`src/rtl/ymat_pkg.sv`:
```
// ymat_pkg: definitions shared by the Y-matrix row fetch engine.
//   - default widths for the row index, data address, pointer word and field
//   - state_t : fetch engine state encoding
//   - ppw_of(): pointers per row-pointer SRAM word
package ymat_pkg;

    localparam int ROW_W_DEF  = 11;
    localparam int ADDR_W_DEF = 11;
    localparam int WORD_W_DEF = 256;
    localparam int PTR_W_DEF  = 16;

    typedef enum logic [2:0] {
        ST_IDLE   = 3'd0,
        ST_RD0    = 3'd1,
        ST_WAIT0  = 3'd2,
        ST_RD1    = 3'd3,
        ST_WAIT1  = 3'd4,
        ST_STREAM = 3'd5,
        ST_DONE   = 3'd6
    } state_t;

    function automatic int ppw_of(input int word_w, input int ptr_w);
        return word_w / ptr_w;
    endfunction

endpackage

```
`src/rtl/ymat_ptr_extract.sv`:
```
// ymat_ptr_extract: combinational field select on one row-pointer SRAM word.
// Ports:
//   word      in  WORD_W  pointer word as returned by the SRAM
//   offset    in  OFF_W   row index modulo pointers-per-word
//   start_ptr out ADDR_W  field[offset]
//   end_ptr   out ADDR_W  field[offset+1]; only meaningful when offset is not
//                         the last field (the next word is fetched instead)
//   first_ptr out ADDR_W  field[0], the end pointer of a straddling row
module ymat_ptr_extract
    import ymat_pkg::*;
#(
    parameter  int WORD_W = WORD_W_DEF,
    parameter  int PTR_W  = PTR_W_DEF,
    parameter  int ADDR_W = ADDR_W_DEF,
    localparam int PPW    = ppw_of(WORD_W, PTR_W),
    localparam int OFF_W  = $clog2(PPW)
) (
    input  logic [WORD_W-1:0] word,
    input  logic [OFF_W-1:0]  offset,
    output logic [ADDR_W-1:0] start_ptr,
    output logic [ADDR_W-1:0] end_ptr,
    output logic [ADDR_W-1:0] first_ptr
);

    logic [ADDR_W-1:0] field [PPW];

    // Only the low ADDR_W bits of each PTR_W field carry the pointer.
    generate
        for (genvar gi = 0; gi < PPW; gi++) begin : g_field
            assign field[gi] = word[gi*PTR_W +: ADDR_W];
        end
    endgenerate

    assign start_ptr = field[offset];
    // offset+1 wraps to field 0 for the last offset; that value is ignored.
    assign end_ptr   = field[offset + 1'b1];
    assign first_ptr = field[0];

    // Upper bits of each field are intentionally ignored.
    logic unused_word_bits;
    assign unused_word_bits = ^word;

endmodule

```
`src/rtl/ymat_row_fetch.sv`:
```
// ymat_row_fetch: accepts a row index, reads the row's start/end pointers from
// the row-pointer SRAM (one or two words), then streams one data-SRAM address
// per nonzero over a valid/ready interface.
// Ports:
//   clock, reset                 single clock, synchronous active-high reset
//   req_valid/req_row/req_ready  row request (accepted only in IDLE)
//   ptr_rd_en/ptr_rd_addr        pointer SRAM read strobe and word address
//   ptr_rd_data                  pointer word, valid RD_LAT cycles after strobe
//   addr_valid/addr_out/addr_last/addr_ready  address stream
//   done                         one-cycle pulse at end of each request
//   nnz                          end-start of last request (0 on error)
//   err                          end < start, held until the next request
module ymat_row_fetch
    import ymat_pkg::*;
#(
    parameter int ROW_W  = ROW_W_DEF,
    parameter int ADDR_W = ADDR_W_DEF,
    parameter int WORD_W = WORD_W_DEF,
    parameter int PTR_W  = PTR_W_DEF,
    parameter int RD_LAT = 1
) (
    input  logic              clock,
    input  logic              reset,
    input  logic              req_valid,
    input  logic [ROW_W-1:0]  req_row,
    output logic              req_ready,
    output logic              ptr_rd_en,
    output logic [ROW_W-1:0]  ptr_rd_addr,
    input  logic [WORD_W-1:0] ptr_rd_data,
    output logic              addr_valid,
    output logic [ADDR_W-1:0] addr_out,
    output logic              addr_last,
    input  logic              addr_ready,
    output logic              done,
    output logic [ADDR_W-1:0] nnz,
    output logic              err
);

    localparam int PPW   = ppw_of(WORD_W, PTR_W);
    localparam int OFF_W = $clog2(PPW);
    localparam int CNT_W = (RD_LAT > 1) ? $clog2(RD_LAT) : 1;
    localparam logic [CNT_W-1:0] CNT_LAST = CNT_W'(RD_LAT - 1);
    localparam logic [OFF_W-1:0] OFF_LAST = OFF_W'(PPW - 1);

    state_t            state_reg;
    logic [ROW_W-1:0]  row_reg;
    logic [ADDR_W-1:0] start_reg;
    logic [ADDR_W-1:0] end_reg;
    logic [CNT_W-1:0]  cnt_reg;

    logic [OFF_W-1:0]  row_off;
    logic [ROW_W-1:0]  word_idx;
    logic [ADDR_W-1:0] ext_start, ext_end, ext_first;
    logic [ADDR_W-1:0] cap_start, cap_end;

    assign row_off  = row_reg[OFF_W-1:0];
    assign word_idx = row_reg >> OFF_W;

    ymat_ptr_extract #(
        .WORD_W (WORD_W),
        .PTR_W  (PTR_W),
        .ADDR_W (ADDR_W)
    ) u_extract (
        .word      (ptr_rd_data),
        .offset    (row_off),
        .start_ptr (ext_start),
        .end_ptr   (ext_end),
        .first_ptr (ext_first)
    );

    // Pointer pair resolved at the end of the last wait cycle: a same-word
    // row takes both from the current word, a straddling row combines the
    // start captured earlier with field 0 of the following word.
    always_comb begin
        cap_start = ext_start;
        cap_end   = ext_end;
        if (state_reg == ST_WAIT1) begin
            cap_start = start_reg;
            cap_end   = ext_first;
        end
    end

    always_ff @(posedge clock) begin
        if (reset) begin
            state_reg   <= ST_IDLE;
            row_reg     <= '0;
            start_reg   <= '0;
            end_reg     <= '0;
            cnt_reg     <= '0;
            req_ready   <= 1'b1;
            ptr_rd_en   <= 1'b0;
            ptr_rd_addr <= '0;
            addr_valid  <= 1'b0;
            addr_out    <= '0;
            addr_last   <= 1'b0;
            done        <= 1'b0;
            nnz         <= '0;
            err         <= 1'b0;
        end else begin
            ptr_rd_en <= 1'b0;
            done      <= 1'b0;
            unique case (state_reg)
                ST_IDLE: begin
                    if (req_valid) begin
                        row_reg     <= req_row;
                        err         <= 1'b0;
                        req_ready   <= 1'b0;
                        ptr_rd_en   <= 1'b1;
                        ptr_rd_addr <= req_row >> OFF_W;
                        state_reg   <= ST_RD0;
                    end
                end
                ST_RD0: begin
                    cnt_reg   <= '0;
                    state_reg <= ST_WAIT0;
                end
                ST_WAIT0, ST_WAIT1: begin
                    if (cnt_reg != CNT_LAST) begin
                        cnt_reg <= cnt_reg + 1'b1;
                    end else if (state_reg == ST_WAIT0 && row_off == OFF_LAST) begin
                        // End pointer lives in the next word.
                        start_reg   <= ext_start;
                        ptr_rd_en   <= 1'b1;
                        ptr_rd_addr <= word_idx + 1'b1;
                        state_reg   <= ST_RD1;
                    end else begin
                        start_reg <= cap_start;
                        end_reg   <= cap_end;
                        if (cap_end <= cap_start) begin
                            err       <= (cap_end < cap_start);
                            nnz       <= '0;
                            done      <= 1'b1;
                            state_reg <= ST_DONE;
                        end else begin
                            addr_valid <= 1'b1;
                            addr_out   <= cap_start;
                            addr_last  <= (cap_start == cap_end - 1'b1);
                            state_reg  <= ST_STREAM;
                        end
                    end
                end
                ST_RD1: begin
                    cnt_reg   <= '0;
                    state_reg <= ST_WAIT1;
                end
                ST_STREAM: begin
                    if (addr_ready) begin
                        if (addr_last) begin
                            addr_valid <= 1'b0;
                            addr_last  <= 1'b0;
                            done       <= 1'b1;
                            nnz        <= end_reg - start_reg;
                            state_reg  <= ST_DONE;
                        end else begin
                            addr_out  <= addr_out + 1'b1;
                            addr_last <= (addr_out + 1'b1 == end_reg - 1'b1);
                        end
                    end
                end
                ST_DONE: begin
                    req_ready <= 1'b1;
                    state_reg <= ST_IDLE;
                end
                default: state_reg <= ST_IDLE;
            endcase
        end
    end

endmodule

```
`config.mk`:
```
export PLATFORM = sky130hd
export DESIGN_NAME = ymat_row_fetch
export DESIGN_NICKNAME = d
export VERILOG_FILES = /design/src/rtl/ymat_pkg.sv /design/src/rtl/ymat_ptr_extract.sv /design/src/rtl/ymat_row_fetch.sv
export SDC_FILE = /design/constraint.sdc
export NUM_CORES = 1
export LEC_CHECK = 0
export ABC_AREA = 1
export CORE_MARGIN = 2
export CORE_UTILIZATION = 45
export CTS_CLUSTER_SIZE = 14
export DETAILED_ROUTE_END_ITERATION = 12
export PLACE_DENSITY = 0.93
export SYNTH_ARGS = -nofsm -noshare
export SYNTH_HDL_FRONTEND = slang
export SYNTH_SLANG_ARGS = --single-unit
```
`constraint.sdc`:
```
create_clock -name clock -period 6.9 [get_ports clock]
set_clock_uncertainty 0.1 [all_clocks]
set_input_delay 2.07 -clock clock [delete_from_list [all_inputs] [get_ports clock]]
set_output_delay 2.07 -clock clock [all_outputs]
set_load 0.005 [all_outputs]
```
Word-level counts from Yosys, hierarchy flattened
Index checks and enable logic that the tools add are counted.
W data, S select, Z words.

cells by class
  mux-type cells = 62
  reduce and logical (&&, ||, !) cells = 19
  add/subtract/negate cells = 7
  magnitude comparators = 4
  equality and inequality tests = 18
  bitwise logic cells = 4

operators by type and width
  operator                 count
  $mux W11                 20
  $bmux W11 S4             2
  $pmux W11 S2             3
  $mux W1                  23
  $eq A11 B11 Y1           2
  $sub A11 B1 Y11 const B  2
  $ne A2 B2 Y1 const B     9
  $reduce_and A6 Y1        3
  $mux W3                  5
  $pmux W3 S5              1
  $pmux W1 S2              7
  $add A11 B1 Y11 const B  1
  $le A11 B11 Y1           1
  $lt A11 B11 Y1           1
  $sub A11 B11 Y11         1
  $ge A5 B5 Y1 const B     2
  $not A4 Y5               2
  $reduce_and A5 Y1        2
  $eq A3 B3 Y1 const B     3
  $add A7 B1 Y8 const B    1
  $reduce_and A4 Y1        2
  $reduce_bool A2 Y1       4
  $eq A3 B2 Y1 const B     2
  $reduce_and A2 Y1        3
  10 further kinds         12

storage, ports and cells
  register bits = 76
  bits of input ports = 271
  logic and storage cells = 128
  output and inout bits = 39

Logic depth before layout (Yosys ltp)
Gate-level depths: netlist (run 1).

  word-level depth = 12
  gate-level depth with buffers = 27
  depth with buffers taken out = 23

By module
From an unflattened synthesis (run 1), not the netlist that was laid out.

second synthesis, totals
  cells, all modules = 1803
  area, all modules = 9502.9 sq um

modules (own cells, without submodules)
  module            times used  sequential area each (sq um)  cells an instance  area an instance (sq um)
  ymat_row_fetch    1           1441.4                        853                5255.0
  ymat_ptr_extract  1           0.0                           950                4247.8

Worst setup path before layout (run 1)
Ideal clock, no wire load.

  path type = input to register
  from = in ptr_rd_data[90]
  to = reg nnz[10]
  arrival time = 4.391 ns
  slack = 2.339 ns
  path buffers = 1
  library setup time = 0.070 ns
  cell stages on the path = 22
  required time = 6.730 ns
  path through = o21ai_0 > nor2_1 > o21ai_1 > nand3_1 > nand2_1 > nand2_1 > o21ai_1 > ha_1 > nand2_1 > nor2_1 > nor3b_1 > nand2_1 > a21oi_1 > inv_1 > nand2_1 > nor2_1 > nor2_1 > nand3_2 > inv_1 > buf_2 > o211ai_1 > a21oi_1

on the way
  longest elaborated chain between the ends = 7
  elaborated cells on any way between the ends = 11
  classes of those cells = order compare: 1; eq/ne: 1; mux: 8; reduce/logical: 1

RTL lines
  what                                       RTL line                                        source
  start: declaration                         ymat_row_fetch.sv:29                            input logic [WORD_W-1:0] ptr_rd_data,
  $bmux W11 S4 (on tied branches)            ymat_ptr_extract.sv:36, ymat_ptr_extract.sv:34
  $mux W11 (on tied branches) (2 in series)  ymat_ptr_extract.sv:36, ymat_ptr_extract.sv:34
  $mux W11                                   ymat_row_fetch.sv:77                            if (state_reg == ST_WAIT1) begin
  $le A11 B11 Y1 (*)                         ymat_row_fetch.sv:129                           if (cap_end <= cap_start) begin
  $ne A2 B2 Y1 (no line) (*)                 -
  $reduce_and A6 Y1 (no line) (*)            -
  end signal: assignment                     ymat_row_fetch.sv:152                           nnz <= end_reg - start_reg;
  end: declaration                           ymat_row_fetch.sv:35                            output logic [ADDR_W-1:0] nnz,

Every way passes the cells marked *; elsewhere a longest branch is shown, timed or not. The select of a mux whose other input is x is not followed.
A chain may end at the register's enable or synchronous reset.

Final worst setup path (run 1)
  from = in ptr_rd_data[10]
  to = reg nnz[2]

on the way
  longest elaborated chain between the ends = 7
  elaborated cells on any way between the ends = 11
  classes of those cells = order compare: 1; eq/ne: 1; mux: 8; reduce/logical: 1

RTL lines
  what                                          RTL line                source
  $bmux W11 S4                                  ymat_ptr_extract.sv:36  assign end_ptr = field[offset + 1'b1];
  $mux W11 (implied by the code) (2 in series)  ymat_ptr_extract.sv:36
  $mux W11 (*)                                  ymat_row_fetch.sv:77
  named net cap_end[10]                         ymat_row_fetch.sv:54    logic [ADDR_W-1:0] cap_start, cap_end;
  $le A11 B11 Y1 (*)                            ymat_row_fetch.sv:129
  $ne A2 B2 Y1 (no line) (*)                    -
  $reduce_and A6 Y1 (no line) (*)               -

The timed path passes the listed nets; every way through them passes the cells marked *. The select of a mux whose other input is x is not followed.

==> metrics.txt, run 1 <==
Num CTS Buffers=9; count leader, synth=nand2_1; effective utilization at floorplan=0.458; # port buffers=approximately 230; die height=142 um; hold slack final=between 300 and 400 ps; Register Area=between 1000 and 1500 um2; largest net degree at the start of global routing=roughly 230; Routed Antenna Nets=0; Tot GR Track Use=0.295; hold path depth=2; share of post-route cells with drive strength above 1=0.0350; leakage=a little over 5 nW; CORE AREA=roughly 19,000 um2; DRC viols=1; CP cell instances=clkdlybuf4s50_1 > inv_1 > a21oi_1 > o21ai_0 > o211ai_1 > nand3_1 > nand2_1 > nand2_1 > nand2_1 > ha_1 > nand2_1 > nor2_1 > nor3b_1 > nand2_1 > a21oi_1 > inv_1 > nand2_1 > nor2_1 > nor2_1 > nand3_2 > inv_1 > o21ai_0 > o211a_1; vias in the first global route=a little over 10,000; top cells by count, synth=408 x nand2_1, 223 x nand3_1, 204 x inv_1; final setup fails=0; CP endpoint kind=register; antenna violations before repair=0; DR pass1 iterations=11; EDFF count, synth=0; area leader, netlist=nand2_1; routed length per placed instance=roughly 16 um; synth top area cells=nand2_1 18%, dfxtp_1 17%, nand3_1 13%; met2 usage=0.504; P&R area growth vs syn=29.1%; CP startpoint kind=input pin; worst reg-to-reg setup slack=roughly 1300 ps; worst hold path type=register to register; sequential fraction of design power=0.130; Worst-Margin Slew=about 1300 ps; Die X=142 um; Worst VDD drop=just over 0.0003 V; global-route wire length before repair=a little under 50,000 um; Syn Std Cell Area=between 8000 and 9000 um2; Setup Buffers After CTS=0; fin area=roughly 11,000 um2; end of the worst hold path=nnz[0]; crit path time final=approximately 5700 ps; Top-Level Pins=between 300 and 400; ys flop type=dfxtp_1; dpl hpwl=about 22,000 um; R2R cell count=21; Clk pwr share=0.092; failing checks=design-rule violations; area occupied by multi-input gates=between 5000 and 6000 um2; Fmax=around 0.18 GHz; Core Rows=50; H-tree Lvls=3; Total Routed Length=30,500 um; Syn. warnings=0; via count=11,100; crit-path max FO=13; CTS tree=yes; Total Nets Final=2,008; final RePlAce weighted congestion=about 0.95; pwr/cell area=roughly 470 nW/um2; switch share=0.567; Reg clk slew, reported paths=60 ps; global route overflow=0; Netlist cell types=39; Max-Cap Viols=0; Yosys reg bits=a little over 70; Fill cells=around 1,800; Max stage delay on crit path=between 500 and 600 ps; DIE AREA=slightly above 20,000 um2; clock sinks=72; NetSw=2.95 mW; Synth top area share=0.179; CTS Root Cell=clkbuf_16; met3 GRT Util=0.0445; Sum Neg Setup Slack=0 ps; later-pin clock latency in the skew report=~340 ps; clock buffer depth=2; Crit Path Category=input pin to register; ys async rst share=0; Fin. Hold Viols=0; placed cell area=about 11,000 um2; worst r2r src=row_reg[0]; Mean Syn Cell Area=about 5.5 um2; WP data arrival=5780 ps; Worst R2R End=addr_out[6]; Rel. slew slack=0.160; cell repeated most along the worst path=nand2_1; Final Cycle Share=0.821; unrepaired setup endpoints after global routing=no; met1 Use GR=0.377; cts hold-fix bufs=0; Top Usage Layer GRT=met2; P_int=2.25 mW; worst hold start=nnz[0]; max-slew violations=0; power share of the combinational group=0.779; antenna cells=0; outcome=complete, but fails checks; CP max-delay cell=clkdlybuf4s50_1; required time worst endpoint=about 7000 ps; iteration-0 DRC count of the detailed router=~1,100; Seq/Total Area, Yosys=0.168; CTS resizes=0; Mapped Cells=between 1,500 and 2,000; number of vias per cell=between 5 and 6
[layout make-up]
cell class	instances	share of cell area
tap	234	0.0265
clock buffer	9	0.0204
sequential	72	0.131
timing repair buffer	236	0.213
clock inverter	7	0.00725
multi-input combinational	1177	0.530
inverter	214	0.0727
[layer usage]
metal	wire length, um	up-vias
met5	0	-
met4	1100	0
met3	2970	110
met2	14000	621
met1	12400	4891
li1	-	5432
[power groups by stage]
stage,Clock [mW],Combinational [mW],Sequential (mW)
floorplan,0,2.92,0.660
global placement,0,3.86,0.674
detailed placement,0,3.94,0.678
CTS,0.480,3.98,0.673
global route,0.500,4.54,0.694
finish,0.476,4.05,0.675
[logic make-up after synthesis]
family | share of synthesized area
AOI/OAI and AO/OA | 0.216
xor gates and xnor gates | 0.0297
adders and majority gates | 0.0403
buffers and inverters | 0.151
DFF | 0.168
other | 0.000438
and+or+nand+nor | 0.394
[worst max-delay path by stage]
| stage | start | end | slack (ps) | cells past startpoint |
|---|---|---|---|---|
| 3_5_place_dp | ptr_rd_data[10] | nnz[5] | 1030 | 23 |
| 6_report | ptr_rd_data[10] | nnz[2] | 1240 | 23 |
| 5_1_grt | row_reg[0] | addr_out[6] | 830 | 24 |
| 4_1_cts | ptr_rd_data[10] | nnz[2] | 1330 | 23 |
| 2_1_floorplan | ptr_rd_data[90] | nnz[10] | 2340 | 22 |
| 3_3_place_gp | ptr_rd_data[10] | nnz[4] | 1090 | 23 |
[cell usage in the layout, fill, tap and decap left out, types with 2 or more instances in the layout]
cell type,count
o2111ai_1,13
o21ai_0,135
nand4_1,12
nand3_1,223
clkinv_4,2
nor3_1,26
conb_1,3
o211a_1,3
a31oi_1,3
or2_2,3
nand2_2,9
inv_1,204
a21oi_1,127
ha_1,25
inv_6,2
clkinv_1,2
o211ai_1,39
inv_2,8
nor2_1,93
o21ai_2,2
o21ai_1,2
dfxtp_1,70
nor2_2,4
buf_4,9
xor2_1,18
nand2_1,408
nor4_1,5
clkdlybuf4s50_1,226
xnor2_1,9
nand3_2,2
clkbuf_16,9
a211oi_1,3
clkinvlp_4,2
[critical path, delay by kind of cell]
kind / cells / cell delay [ps]
fa+ha+maj: 1 / 290
buf+inv: 4 / 1060
compound gates: 6 / 930
simple gates: 12 / 1440
[per-stage QoR]
step	utilization	total power [mW]	std cells	setup WS (ps)
final	0.591	5.20	1949	1240
after global routing	0.591	5.74	1949	827
after CTS	0.591	5.13	1949	1330
after detailed placement	0.574	4.62	1933	1030
after global placement	0.574	4.53	1933	1090
after floorplan	-	3.58	1563	2340
Note: power is estimated with default switching activity, not from simulation.
==> run 2: changes to the inputs <==
--- a/config.mk
+++ b/config.mk
@@ -7,10 +7,10 @@
 export LEC_CHECK = 0
 export ABC_AREA = 1
 export CORE_MARGIN = 2
-export CORE_UTILIZATION = 45
+export CORE_UTILIZATION = 42
 export CTS_CLUSTER_SIZE = 14
 export DETAILED_ROUTE_END_ITERATION = 12
-export PLACE_DENSITY = 0.93
+export PLACE_DENSITY = 0.91
 export SYNTH_ARGS = -nofsm -noshare
 export SYNTH_HDL_FRONTEND = slang
 export SYNTH_SLANG_ARGS = --single-unit
==> constraint.sdc (replaced) <==
create_clock -name clock -period 4.6 [get_ports clock]
set_clock_uncertainty 0.1 [all_clocks]
set_input_delay 1.38 -clock clock [delete_from_list [all_inputs] [get_ports clock]]
set_output_delay 1.38 -clock clock [all_outputs]
set_load 0.005 [all_outputs]
==> metrics.txt, run 2 (synthesized netlist as in run 1, its figures left out) <==
Num CTS Buffers=9 (unchanged); fin worst setup slack=175 ps (-1060 ps); Tot GR Track Use=0.285 (-0.0104); CP startpoint kind=input pin; placed cell area=11,200 um2 (+4.5%); crit path time final=between 4000 and 5000 ps; DIE AREA=21,500 um2 (+6.9%); effective utilization at floorplan=0.426 (-0.0318); Crit Path Category=input pin to register; number of vias per cell=5.53 (-2.5%); DP Worst Slack=-168 ps (-1200 ps); Layout Utilization=0.575 (-0.0160); area occupied by multi-input gates=5880 um2 (+0.56%); crit path launch=ptr_rd_data[233]; DR pass1 iterations=7 (-4); Top-Level Pins=310 (unchanged); fin area=11,600 um2 (+4.6%); clock buffer depth=2 (unchanged); max-slew violations=0 (unchanged); Final Cycle Share=0.962; # port buffers=226 (unchanged); iteration-0 DRC count of the detailed router=1,098 (-0.091%); Reg clk slew, reported paths=60 ps (about the same); final RePlAce weighted congestion=0.946 (-0.28%); global route overflow=0 (unchanged); worst hold path type=register to register; CTS tree=yes; routed length per placed instance=15.6 um (-0.69%); Fmax=roughly 0.23 GHz; via count=11,300 (+2.1%); pwr/cell area=743 nW/um2 (+58%); antenna cells=0 (unchanged); WP data arrival=4590 ps (-1190 ps); die height=147 um (+3.4%); CTS Root Cell=clkbuf_16; Total Nets Final=2,064 (+2.8%); Routed Antenna Nets=0 (unchanged); total power=8.59 mW (+65%); antenna violations before repair=0 (unchanged); Worst R2R End=nnz[10]; clock sinks=72 (unchanged); CP endpoint kind=register; worst hold start=nnz[0]; commonest non-fill, non-tap cell in the layout=nand2_1; Register Area=1450 um2 (unchanged); Rel. slew slack=0.506 (+0.346); Core Rows=52 (+4.0%); Worst VDD drop=0.000372 V (+20%); Fill cells=1,910 (+7.7%); vias in the first global route=10,600 (+4.0%); CP endpoint=nnz[10]; final setup fails=0 (unchanged); crit-path max FO=11 (-2); worst reg-to-reg setup slack=350 ps (-970 ps); CORE AREA=20,100 um2 (+7.5%); hold slack final=359 ps (-2.85 ps); global-route wire length before repair=51,000 um (+4.4%); later-pin clock latency in the skew report=340 ps (about the same); Total Routed Length=31,800 um (+4.0%); dpl hpwl=24,200 um (+9.6%); leakage=5.37 nW (+5.6%); most frequent cells in the layout=407 x nand2_1, 226 x clkdlybuf4s50_1, 223 x nand3_1, 204 x inv_1, 131 x o21ai_0; H-tree Lvls=3 (unchanged); Max-Cap Viols=0 (unchanged); largest net degree at the start of global routing=46 (-80%); R2R cell count=23 (+9.5%); Die X=147 um (+3.4%); required time worst endpoint=4770 ps (-2250 ps); outcome=complete, no violations; Fin. Hold Viols=0 (unchanged); P&R area growth vs syn=35.0%; DRC viols=0 (-1); worst r2r src=row_reg[0]; Worst-Margin Slew=738 ps (-521 ps); share of post-route cells with drive strength above 1=0.0683 (+0.0333)
-- run 2: timing repair --
action | 4_1_cts | 5_1_grt
endpoints found under the setup margin | 0 | 20
buffers inserted | 0 | 1
resized for setup | 0 | 10
hold buffers | 0 | 0
-- run 2: worst min path at each step --
stage | end | depth (start not counted)
after floorplan | row_reg[5] | 2
after global placement | nnz[0] | 2
after detailed placement | nnz[0] | 2
after CTS | nnz[0] | 2
after global routing | nnz[5] | 2
final | nnz[0] | 2
-- run 2: per-layer routing --
layer | GRT usage | vias up | wire length, um
met5 | 0 | - | 0
met4 | 0.131 | 0 | 1470
met3 | 0.0472 | 117 | 2950
met2 | 0.474 | 601 | 14400
met1 | 0.362 | 5021 | 13000
li1 | - | 5547 | -
-- run 2: worst max-delay path, cell delays in order --
cell and delay (ps):
clkdlybuf4s50_1 520, nand2_1 100, o21ai_1 120, nand2_1 80, nand3_1 90, nand3_1 130, nand2_1 90, nand2_1 50
nand2_1 120, ha_1 250, nand2_1 100, nor2_1 60, nor3b_2 200, nand2_1 100, a21oi_2 130, inv_1 80
nand2_2 80, nor2_1 50, nor2_1 180, nand3_2 130, inv_1 110, buf_12 130, o211ai_1 150, a21oi_1 150
-- run 2: metrics by stage --
stage / setup TNS, ps / cells
3_3_place_gp: -941 / 2024
5_1_grt: -139 / 2041
3_5_place_dp: -1320 / 2024
6_report: 0 / 2041
4_1_cts: 0 / 2040
2_1_floorplan: 0 / 1563
-- run 2: final cells by class --
cell class / instances / area share
clock buffer: 9 / 0.0195
timing repair buffer: 292 / 0.242
multi-input combinational: 1177 / 0.509
tap: 270 / 0.0292
sequential: 72 / 0.125
inverter: 214 / 0.0695
clock inverter: 7 / 0.00541
-- run 2: where the power goes --
| group | internal [mW] | switching [mW] | total [mW] |
|---|---|---|---|
| Clock | 0.377 | 0.305 | 0.681 |
| Sequential | 0.840 | 0.220 | 1.06 |
| Combinational | 2.69 | 4.15 | 6.85 |
| Total | 3.91 | 4.68 | 8.59 |
==> run 3: changes to the inputs <==
--- a/config.mk
+++ b/config.mk
@@ -11,6 +11,7 @@
 export CTS_CLUSTER_SIZE = 14
 export DETAILED_ROUTE_END_ITERATION = 12
 export PLACE_DENSITY = 0.91
+export SLEW_MARGIN = 20
 export SYNTH_ARGS = -nofsm -noshare
 export SYNTH_HDL_FRONTEND = slang
 export SYNTH_SLANG_ARGS = --single-unit
==> constraint.sdc (replaced) <==
create_clock -name clock -period 4.6 [get_ports clock]
set_clock_uncertainty 0.1 [all_clocks]
set_input_delay 0.92 -clock clock [delete_from_list [all_inputs] [get_ports clock]]
set_output_delay 0.92 -clock clock [all_outputs]
set_load 0.005 [all_outputs]
==> metrics.txt, run 3 (synthesized netlist as in run 1, its figures left out) <==
outcome=complete, no violations; P&R area growth vs syn=32.3%; Crit path depth=21 (-13%); share of post-route cells with drive strength above 1=0.0467 (-0.0217); Die X=147 um (unchanged); CTS tree=yes; commonest non-fill, non-tap cell in the layout=nand2_1; most frequent cells in the layout=408 x nand2_1, 226 x clkdlybuf4s50_1, 223 x nand3_1, 204 x inv_1, 135 x o21ai_0; worst hold path type=register to register; number of vias per cell=5.56 (+0.64%); cell repeated most along the worst path=nand2_1; hold path depth=2 (unchanged); Setup Buffers After CTS=0 (unchanged); met3 routed WL=2860 um (-3.1%); Total Nets Final=2,029 (-1.7%); clock sinks=72 (unchanged); Routed Antenna Nets=0 (unchanged); final RePlAce weighted congestion=0.951 (+0.54%); dpl hpwl=23,200 um (-4.0%); crit-path max FO=16 (+5); Reg clk slew, reported paths=60 ps (about the same); Tot GR Track Use=0.285 (about the same); global route overflow=0 (unchanged); WP buf/inv=2 (-2); Final Cycle Share=0.932 (-0.0298); top sig layer=met4; Fmax=0.233 GHz (+3.2%); via count=11,200 (-1.1%); CTS Root Cell=clkbuf_16; unrepaired setup endpoints after global routing=no; H-tree Lvls=3 (unchanged); # port buffers=226 (unchanged); effective utilization at floorplan=0.426 (unchanged); crit path launch=row_reg[0]; CORE AREA=20,100 um2 (unchanged); worst r2r src=row_reg[0]; Max stage delay on crit path=580 ps (+60 ps); later-pin clock latency in the skew report=340 ps (about the same); Worst VDD drop=0.000430 V (+15%); global-route wire length before repair=50,900 um (-0.14%); pwr/cell area=709 nW/um2 (-4.7%); Crit Path Category=register to register; Core Rows=52 (unchanged); Fill cells=1,913 (+0.16%); met1 WL=13,100 um (+0.84%); hold slack final=360 ps (+0.294 ps); iteration-0 DRC count of the detailed router=1,183 (+7.7%); DR pass1 iterations=6 (-1); largest net degree at the start of global routing=157 (+240%); DIE AREA=21,500 um2 (unchanged); DRC viols=0 (unchanged); max-slew violations=0 (unchanged); Total Routed Length=31,700 um (-0.19%); Worst R2R End=nnz[10]; clock buffer depth=2 (unchanged); Sum Neg Setup Slack=0 ps (unchanged); Num CTS Buffers=9 (unchanged); WP data arrival=4450 ps (-140 ps); final setup fails=0 (unchanged); CP max-delay cell=xnor2_4; cts hold-fix bufs=0 (unchanged); required time worst endpoint=4760 ps (about the same); CP startpoint kind=register; Max-Cap Viols=0 (unchanged); Fin. Hold Viols=0 (unchanged); leakage=5.21 nW (-3.0%); R2R cell count=21 (-8.7%); CP endpoint kind=register; met2 wire len=14,500 um (+0.64%); worst hold start=nnz[0]; Top-Level Pins=310 (unchanged); Worst-Margin Slew=712 ps (-25.3 ps); Rel. slew slack=0.525 (+0.0193); vias in the first global route=10,500 (-0.97%); end of the worst hold path=nnz[0]; CTS resizes=0 (unchanged); worst reg-to-reg setup slack=310 ps (-40 ps); crit path time final=4290 ps (-137 ps); antenna violations before repair=0 (unchanged); die height=147 um (unchanged); antenna cells=0 (unchanged); routed length per placed instance=15.8 um (+1.6%); CP cell instances=ha_2 > xnor2_4 > o211ai_1 > nand3_1 > nand2_1 > nand2_1 > nand2_1 > ha_1 > nand2_1 > nor2_1 > nor3b_1 > nand2_1 > a21oi_1 > inv_1 > nand2_1 > nor2_1 > nor2_1 > nand3_2 > inv_1 > o211ai_1 > a21oi_1; Worst path top cell family by delay=simple AND/OR/NAND/NOR gates
run 3: stage by stage:
stage | cell area (um2) | utilization | total power, mW | cells | setup slack [ps]
after floorplan | 8570 | - | 5.37 | 1563 | 1130
after global placement | 11000 | 0.545 | 6.94 | 1989 | 170
after detailed placement | 11000 | 0.545 | 7.09 | 1989 | 134
after CTS | 11300 | 0.561 | 7.86 | 2005 | 56.5
after global routing | 11300 | 0.563 | 8.80 | 2006 | 12.0
final | 11300 | 0.563 | 8.02 | 2006 | 312
run 3: area by class of cell:
type	count	area (um2)	share of cell area
inverters	214	803	0.0710
multi-input cells	1177	5860	0.518
repair buffers	257	2560	0.227
flip-flops and latches	72	1450	0.128
clock inverters	6	67.6	0.00597
well taps	270	338	0.0298
clock buffers	10	239	0.0211
run 3: worst max path at each step:
stage               to  slack [ps]
2_1_floorplan  nnz[10]        1130
3_3_place_gp   nnz[10]         170
3_5_place_dp    nnz[2]         130
4_1_cts        nnz[10]          60
5_1_grt        nnz[10]          10
6_report       nnz[10]         310
run 3: tightest hold or removal path, delay by kind of cell, from the launching register on:
family,cells,cell delay [ps]
AND/OR/NAND/NOR,1,60
flip-flops,1,300
AO/OA/AOI/OAI,1,50
run 3: report_power, final:
part,switching [mW],total [mW],internal [mW]
Clock,0.292,0.729,0.437
Combinational,4.01,6.26,2.25
Sequential,0.193,1.03,0.840
Total,4.49,8.02,3.53
run 3: layer usage:
metal  track usage  up-vias
li1              -     5470
met1         0.359     4982
met2         0.481      615
met3        0.0497       96
met4         0.121        0
met5             0        -
